### src/rtl/usr_serial_tx_if.sv
// rtl/usr_serial_tx_if.sv - parallel-word valid/ready handshake into usr_serial_tx
interface usr_serial_tx_if #(
    parameter int WIDTH = 4
);
    logic             in_valid;
    logic             in_ready;
    logic [WIDTH-1:0] in_data;
    logic             in_dir;

    modport master (output in_valid, in_data, in_dir, input in_ready);
    modport slave  (input in_valid, in_data, in_dir, output in_ready);
endinterface

### src/rtl/usr_serial_tx.sv
// rtl/usr_serial_tx.sv - serial-load driver that shifts a parallel word into a downstream universal shift register
// Optional macro USRTX_CLEAR_EN prepends one mode-11 clear cycle (pd_out=0) to every frame.
module usr_serial_tx #(
    parameter int WIDTH   = 4,
    parameter int BIT_CYC = 1
) (
    input  logic             clk,
    input  logic             rst,
    usr_serial_tx_if.slave   in_if,
    output logic             s1,
    output logic             s0,
    output logic             sl,
    output logic             sr,
    output logic [WIDTH-1:0] pd_out,
    output logic             busy,
    output logic             done
);
    localparam int IW = $clog2(WIDTH + 1);
    localparam int SW = $clog2(BIT_CYC + 1);
    localparam logic [IW-1:0] LAST_IDX  = IW'(WIDTH - 1);
    localparam logic [SW-1:0] LAST_SLOT = SW'(BIT_CYC - 1);

    typedef enum logic [2:0] {
        ST_IDLE,
        ST_CLEAR,
        ST_STROBE,
        ST_GAP,
        ST_FIN
    } state_t;

    state_t           state_q;
    logic [WIDTH-1:0] data_q;
    logic             dir_q;
    logic [IW-1:0]    idx_q;
    logic [SW-1:0]    slot_q;
    logic             in_ready_q;
    logic             busy_q;
    logic             done_q;
    logic [1:0]       mode_q;
    logic             sl_q;
    logic             sr_q;

    // {mode, sl, sr} for strobe idx: LSB-first on sr when dir=0, MSB-first on sl when dir=1.
    function automatic logic [3:0] strobe_drive(input logic [WIDTH-1:0] d,
                                                input logic             dir,
                                                input logic [IW-1:0]    idx);
        logic [WIDTH-1:0] sh;
        logic [3:0]       r;
        if (dir) begin
            sh = d << idx;
            r  = {2'b10, sh[WIDTH-1], 1'b0};
        end else begin
            sh = d >> idx;
            r  = {2'b01, 1'b0, sh[0]};
        end
        return r;
    endfunction

    logic [IW-1:0] idx_d;
    logic          last_bit;
    logic [3:0]    next_drive;

    always_comb begin
        idx_d      = idx_q + IW'(1);
        last_bit   = (idx_q == LAST_IDX);
        next_drive = strobe_drive(data_q, dir_q, idx_d);
    end

    always_ff @(posedge clk) begin
        if (rst) begin
            state_q    <= ST_IDLE;
            data_q     <= '0;
            dir_q      <= 1'b0;
            idx_q      <= '0;
            slot_q     <= '0;
            in_ready_q <= 1'b1;
            busy_q     <= 1'b0;
            done_q     <= 1'b0;
            mode_q     <= 2'b00;
            sl_q       <= 1'b0;
            sr_q       <= 1'b0;
        end else begin
            case (state_q)
                // FIN accepts exactly like IDLE so back-to-back frames lose no cycle.
                ST_IDLE, ST_FIN: begin
                    done_q <= 1'b0;
                    if (in_if.in_valid) begin
                        data_q     <= in_if.in_data;
                        dir_q      <= in_if.in_dir;
                        idx_q      <= '0;
                        slot_q     <= '0;
                        in_ready_q <= 1'b0;
                        busy_q     <= 1'b1;
`ifdef USRTX_CLEAR_EN
                        state_q                <= ST_CLEAR;
                        {mode_q, sl_q, sr_q}   <= 4'b1100;
`else
                        state_q                <= ST_STROBE;
                        {mode_q, sl_q, sr_q}   <= strobe_drive(in_if.in_data, in_if.in_dir, '0);
`endif
                    end else begin
                        state_q              <= ST_IDLE;
                        in_ready_q           <= 1'b1;
                        busy_q               <= 1'b0;
                        {mode_q, sl_q, sr_q} <= 4'b0000;
                    end
                end
`ifdef USRTX_CLEAR_EN
                ST_CLEAR: begin
                    state_q              <= ST_STROBE;
                    {mode_q, sl_q, sr_q} <= strobe_drive(data_q, dir_q, '0);
                end
`endif
                ST_STROBE: begin
                    if (BIT_CYC > 1) begin
                        state_q              <= ST_GAP;
                        slot_q               <= SW'(1);
                        {mode_q, sl_q, sr_q} <= 4'b0000;
                    end else if (last_bit) begin
                        state_q              <= ST_FIN;
                        done_q               <= 1'b1;
                        busy_q               <= 1'b0;
                        in_ready_q           <= 1'b1;
                        {mode_q, sl_q, sr_q} <= 4'b0000;
                    end else begin
                        idx_q                <= idx_d;
                        {mode_q, sl_q, sr_q} <= next_drive;
                    end
                end
                ST_GAP: begin
                    if (slot_q != LAST_SLOT) begin
                        slot_q <= slot_q + SW'(1);
                    end else if (last_bit) begin
                        state_q              <= ST_FIN;
                        done_q               <= 1'b1;
                        busy_q               <= 1'b0;
                        in_ready_q           <= 1'b1;
                        {mode_q, sl_q, sr_q} <= 4'b0000;
                    end else begin
                        state_q              <= ST_STROBE;
                        idx_q                <= idx_d;
                        {mode_q, sl_q, sr_q} <= next_drive;
                    end
                end
                default: begin
                    state_q <= ST_IDLE;
                end
            endcase
        end
    end

    assign in_if.in_ready = in_ready_q;
    assign {s1, s0}       = mode_q;
    assign sl             = sl_q;
    assign sr             = sr_q;
    assign busy           = busy_q;
    assign done           = done_q;
    // The clear cycle loads zero, so the parallel bus never carries anything else.
    assign pd_out         = '0;

`ifndef USRTX_CLEAR_EN
    a_no_mode11: assert property (@(posedge clk) disable iff (rst) mode_q != 2'b11);
`endif
    a_ready_busy_excl: assert property (@(posedge clk) disable iff (rst) !(in_ready_q && busy_q));
endmodule

### src/flat_wrapper.sv
// flat-port wrapper written by rule: the top's interface ports become plain ports
module usr_serial_tx_flat 
#(
    parameter int WIDTH   = 4,
    parameter int BIT_CYC = 1
)
  (clk, rst, s1, s0, sl, sr, pd_out, busy, done, in_if_in_valid, in_if_in_data, in_if_in_dir, in_if_in_ready);
  usr_serial_tx_if #(.WIDTH(WIDTH)) in_if_i ();
  input  logic clk;
  input  logic rst;
  output logic s1;
  output logic s0;
  output logic sl;
  output logic sr;
  output logic [WIDTH-1:0] pd_out;
  output logic busy;
  output logic done;
  input wire logic [$bits(in_if_i.in_valid)-1:0] in_if_in_valid;
  input wire logic [$bits(in_if_i.in_data)-1:0] in_if_in_data;
  input wire logic [$bits(in_if_i.in_dir)-1:0] in_if_in_dir;
  output wire logic [$bits(in_if_i.in_ready)-1:0] in_if_in_ready;
  assign in_if_i.in_valid = in_if_in_valid;
  assign in_if_i.in_data = in_if_in_data;
  assign in_if_i.in_dir = in_if_in_dir;
  assign in_if_in_ready = in_if_i.in_ready;
  usr_serial_tx #(.WIDTH(WIDTH), .BIT_CYC(BIT_CYC)) u_core (.clk(clk), .rst(rst), .in_if(in_if_i), .s1(s1), .s0(s0), .sl(sl), .sr(sr), .pd_out(pd_out), .busy(busy), .done(done));
endmodule
### config.mk
export PLATFORM = sky130hd
export DESIGN_NAME = usr_serial_tx_flat
export DESIGN_NICKNAME = d
export VERILOG_FILES = /design/src/rtl/usr_serial_tx_if.sv /design/src/rtl/usr_serial_tx.sv /design/src/flat_wrapper.sv
export SDC_FILE = /design/constraint.sdc
export NUM_CORES = 1
export LEC_CHECK = 0
export CORE_MARGIN = 2
export CORE_UTILIZATION = 42
export DETAILED_ROUTE_END_ITERATION = 8
export PLACE_DENSITY = 0.72
export REMOVE_ABC_BUFFERS = 1
export SLEW_MARGIN = 20
export SYNTH_ARGS = -nofsm -noshare
export SYNTH_HDL_FRONTEND = slang
export SYNTH_SLANG_ARGS = --single-unit
### constraint.sdc
create_clock -name clk -period 1.6 [get_ports clk]
set_clock_uncertainty 0.2 [all_clocks]
set_input_delay 0.32 -clock clk [delete_from_list [all_inputs] [get_ports clk]]
set_output_delay 0.32 -clock clk [all_outputs]
set_load 0.05 [all_outputs]
==> flow_summary.json <==
{
  "dieWidth_um": 47.1,
  "die_h_um": 47.1,
  "report.final.setup_viol": 1,
  "grt_pass1_wl_um": 2620,
  "fin_ws_ps": -0.349,
  "run_status": "finished with violations",
  "synth_top_area_cell": "dfxtp_1",
  "cts.sinks": 17,
  "nNetsFinal": 123,
  "dieArea_sq_um": 2220,
  "min_path_cells": 2,
  "grt_usage_pct": 16.9,
  "required_ps": 1570,
  "avgSynthCellArea_sq_um": 8.87,
  "grt_pass1_vias": 650,
  "final_common_cell": "dfxtp_1",
  "maxCapViolCount": 0,
  "n_antenna_cell": 0,
  "synth_ff_type": "dfxtp_1",
  "place_hpwl_um": 1200,
  "reg2reg_depth": 4,
  "first_pass_iters": 4,
  "h-tree-depth": 1,
  "fin_crit_sh_pct": 100,
  "antenna_left": 0,
  "drt_iter0_drc": 10,
  "cellPowerDensity_nw_per_um2": 818,
  "violations": "setup timing",
  "cts_tree": "yes",
  "rows": 15,
  "overflow": 0,
  "synth.area.top_cells": "dfxtp_1 44%, a21oi_1 8.3%, nand2_1 6.3%",
  "synth_edf_count": 0,
  "yosysUniqueCellTypes": 27,
  "ys_seq_area_share_pct": 43.6,
  "endpoint_kind": "flip-flop",
  "wl_per_cell_um": 11.2,
  "fmax_mhz": 625,
  "synthCells": 88,
  "critPathMaxStageDelay_ps": 480,
  "final.setup.tns_ps": -0.349,
  "syn_area_sq_um": 781,
  "gp_congestion": 0.787,
  "drc": 0,
  "min_period_ps": 1600,
  "drive_gt1_share_pct": 25.9,
  "crit_chain": "ha_4, mux4_2, nand4_1, a31oi_1",
  "cts_inserted_buffers": 3,
  "start_kind": "flip-flop",
  "cts_setup_buffers": 0,
  "hold_end": "u_core.data_q[0]$_SDFFE_PP0P_",
  "io_pins": 19,
  "crit_fanout": 2,
  "area_delta_synth_final_pct": 42.0,
  "slew_viol_final": 0,
  "hold_class": "reg2reg",
  "critical_path_class": "reg2reg",
  "wirelength_um": 1540,
  "rsz0062_at_grt": "yes",
  "numPortBuffers": 14,
  "hold_viol": 0,
  "vias": 676,
  "root_buffer": "clkbuf_4",
  "cpMaxStageDelayCell": "mux4_2",
  "cts.clk_slew.worst_paths_ps": 100,
  "vdd.ir_drop.worst_uv": 584,
  "synthArstFlopShare_pct": 0,
  "p_leak_nw": 0.420,
  "grt_max_degree": 12,
  "antenna_found_initial": 0,
  "r2r_end": "u_core.sl$_SDFFE_PP0P_",
  "post-synth-top-area-fraction_pct": 43.6,
  "initial_core_util_pct": 44.7,
  "cp.arrival_ps": 1570,
  "coreArea_sq_um": 1750,
  "vias_per_cell": 4.93,
  "r2r_slack_ps": -0.3,
  "min_from": "u_core.data_q[0]$_SDFFE_PP0P_",
  "dp_slack_ps": -56.0,
  "final_cell_mix": "15 x dfxtp_1, 13 x a21oi_1, 13 x nand2_1",
  "yosys_warnings": 0,
  "rr_startpoint": "u_core.idx_q[0]$_SDFFE_PP0P_",
  "clkLatencyLatePin_ps": 290,
  "cts_buffer_depth": 2,
  "nFillCells": 160,
  "synth.ff_latch_count": 17,
  "fin_util_pct": 63.5
}
[metal layers]
| layer | vias up | wire length (um) | GRT usage, % |
|---|---|---|---|
| met5 | - | 0 | 0 |
| met4 | 0 | 31 | 8.33 |
| met3 | 5 | 56 | 2.31 |
| met2 | 16 | 758 | 29.3 |
| met1 | 310 | 689 | 20.4 |
| li1 | 345 | - | - |
[worst max-delay path: cells and delay by family (launching register included)]
family	cells	cell delay, ps
AO/OA/AOI/OAI	1	80
multiplexers	1	480
adder cells (fa/ha/maj)	1	270
AND/OR/NAND/NOR	1	90
flip-flops	1	350
[power breakdown]
part / internal (mW) / switching [mW] / total, mW
combinational: 0.108 / 0.107 / 0.215
sequential: 0.445 / 0.0220 / 0.467
clock: 0.0970 / 0.127 / 0.224
[cell usage after synthesis, types with 2 or more instances]
| cell type | n |
|---|---|
| ha_1 | 2 |
| nand2_1 | 13 |
| mux4_2 | 2 |
| o21ai_0 | 2 |
| nand3_1 | 5 |
| nand3b_1 | 2 |
| dfxtp_1 | 17 |
| nor2_1 | 2 |
| a21oi_1 | 13 |
| buf_2 | 2 |
| buf_4 | 5 |
| a31oi_1 | 2 |
| nand2b_1 | 5 |
| o21bai_1 | 2 |
| inv_1 | 2 |
[logic make-up after synthesis]
kind of cell               share of synthesized area (%)
muxes                                               5.77
buffers and inverters                               7.53
adders and majority gates                           3.20
and+or+nand+nor                                     25.3
DFF                                                 43.6
AOI/OAI and AO/OA                                   14.1
other                                              0.480
[layout make-up]
type,instances,area (sq um),area share (%)
tap,25,31.3,2.82
inverter,2,7.51,0.677
timing repair buffer,25,293,26.4
multi-input combinational,64,408,36.8
sequential,17,343,30.9
clock buffer,4,26.3,2.37
[repair_timing]
item,in CTS,in global routing
gates resized for setup,4,0
hold buffers,0,0
pin swaps,2,0
setup endpoints to repair,5,3
[stage by stage]
stage                     cells  total power, mW  area [sq um]  hold slack, ps
after floorplan              83            0.581           741             189
after global placement      133            0.683          1060             250
after detailed placement    133            0.689          1060             264
after CTS                   137            0.915          1110             276
after global routing        137            0.946          1110             297
final                       137            0.906          1110             277
[how the worst max path moves through the flow]
stage                            startpoint                endpoint  cells past startpoint
3_5_place_dp                 in_if_in_valid  u_core.sl$_SDFFE_PP0P_                      5
3_3_place_gp                 in_if_in_valid  u_core.sl$_SDFFE_PP0P_                      5
4_1_cts        u_core.idx_q[0]$_SDFFE_PP0P_  u_core.sl$_SDFFE_PP0P_                      4
2_1_floorplan  u_core.idx_q[0]$_SDFFE_PP0P_  u_core.sl$_SDFFE_PP0P_                      4
6_report       u_core.idx_q[0]$_SDFFE_PP0P_  u_core.sl$_SDFFE_PP0P_                      4
5_1_grt        u_core.idx_q[0]$_SDFFE_PP0P_  u_core.sl$_SDFFE_PP0P_                      4
[state kept, by name, summed over array words and instances (netlist names)]
register,flops
u_core.busy,1
u_core.data_q,4
u_core.dir_q,1
u_core.done,1
u_core.idx_q,3
u_core.in_if.in_ready,1
u_core.mode_q,2
u_core.sl,1
u_core.sr,1
u_core.state_q,2
No activity file was read; power rests on OpenSTA's default activity.
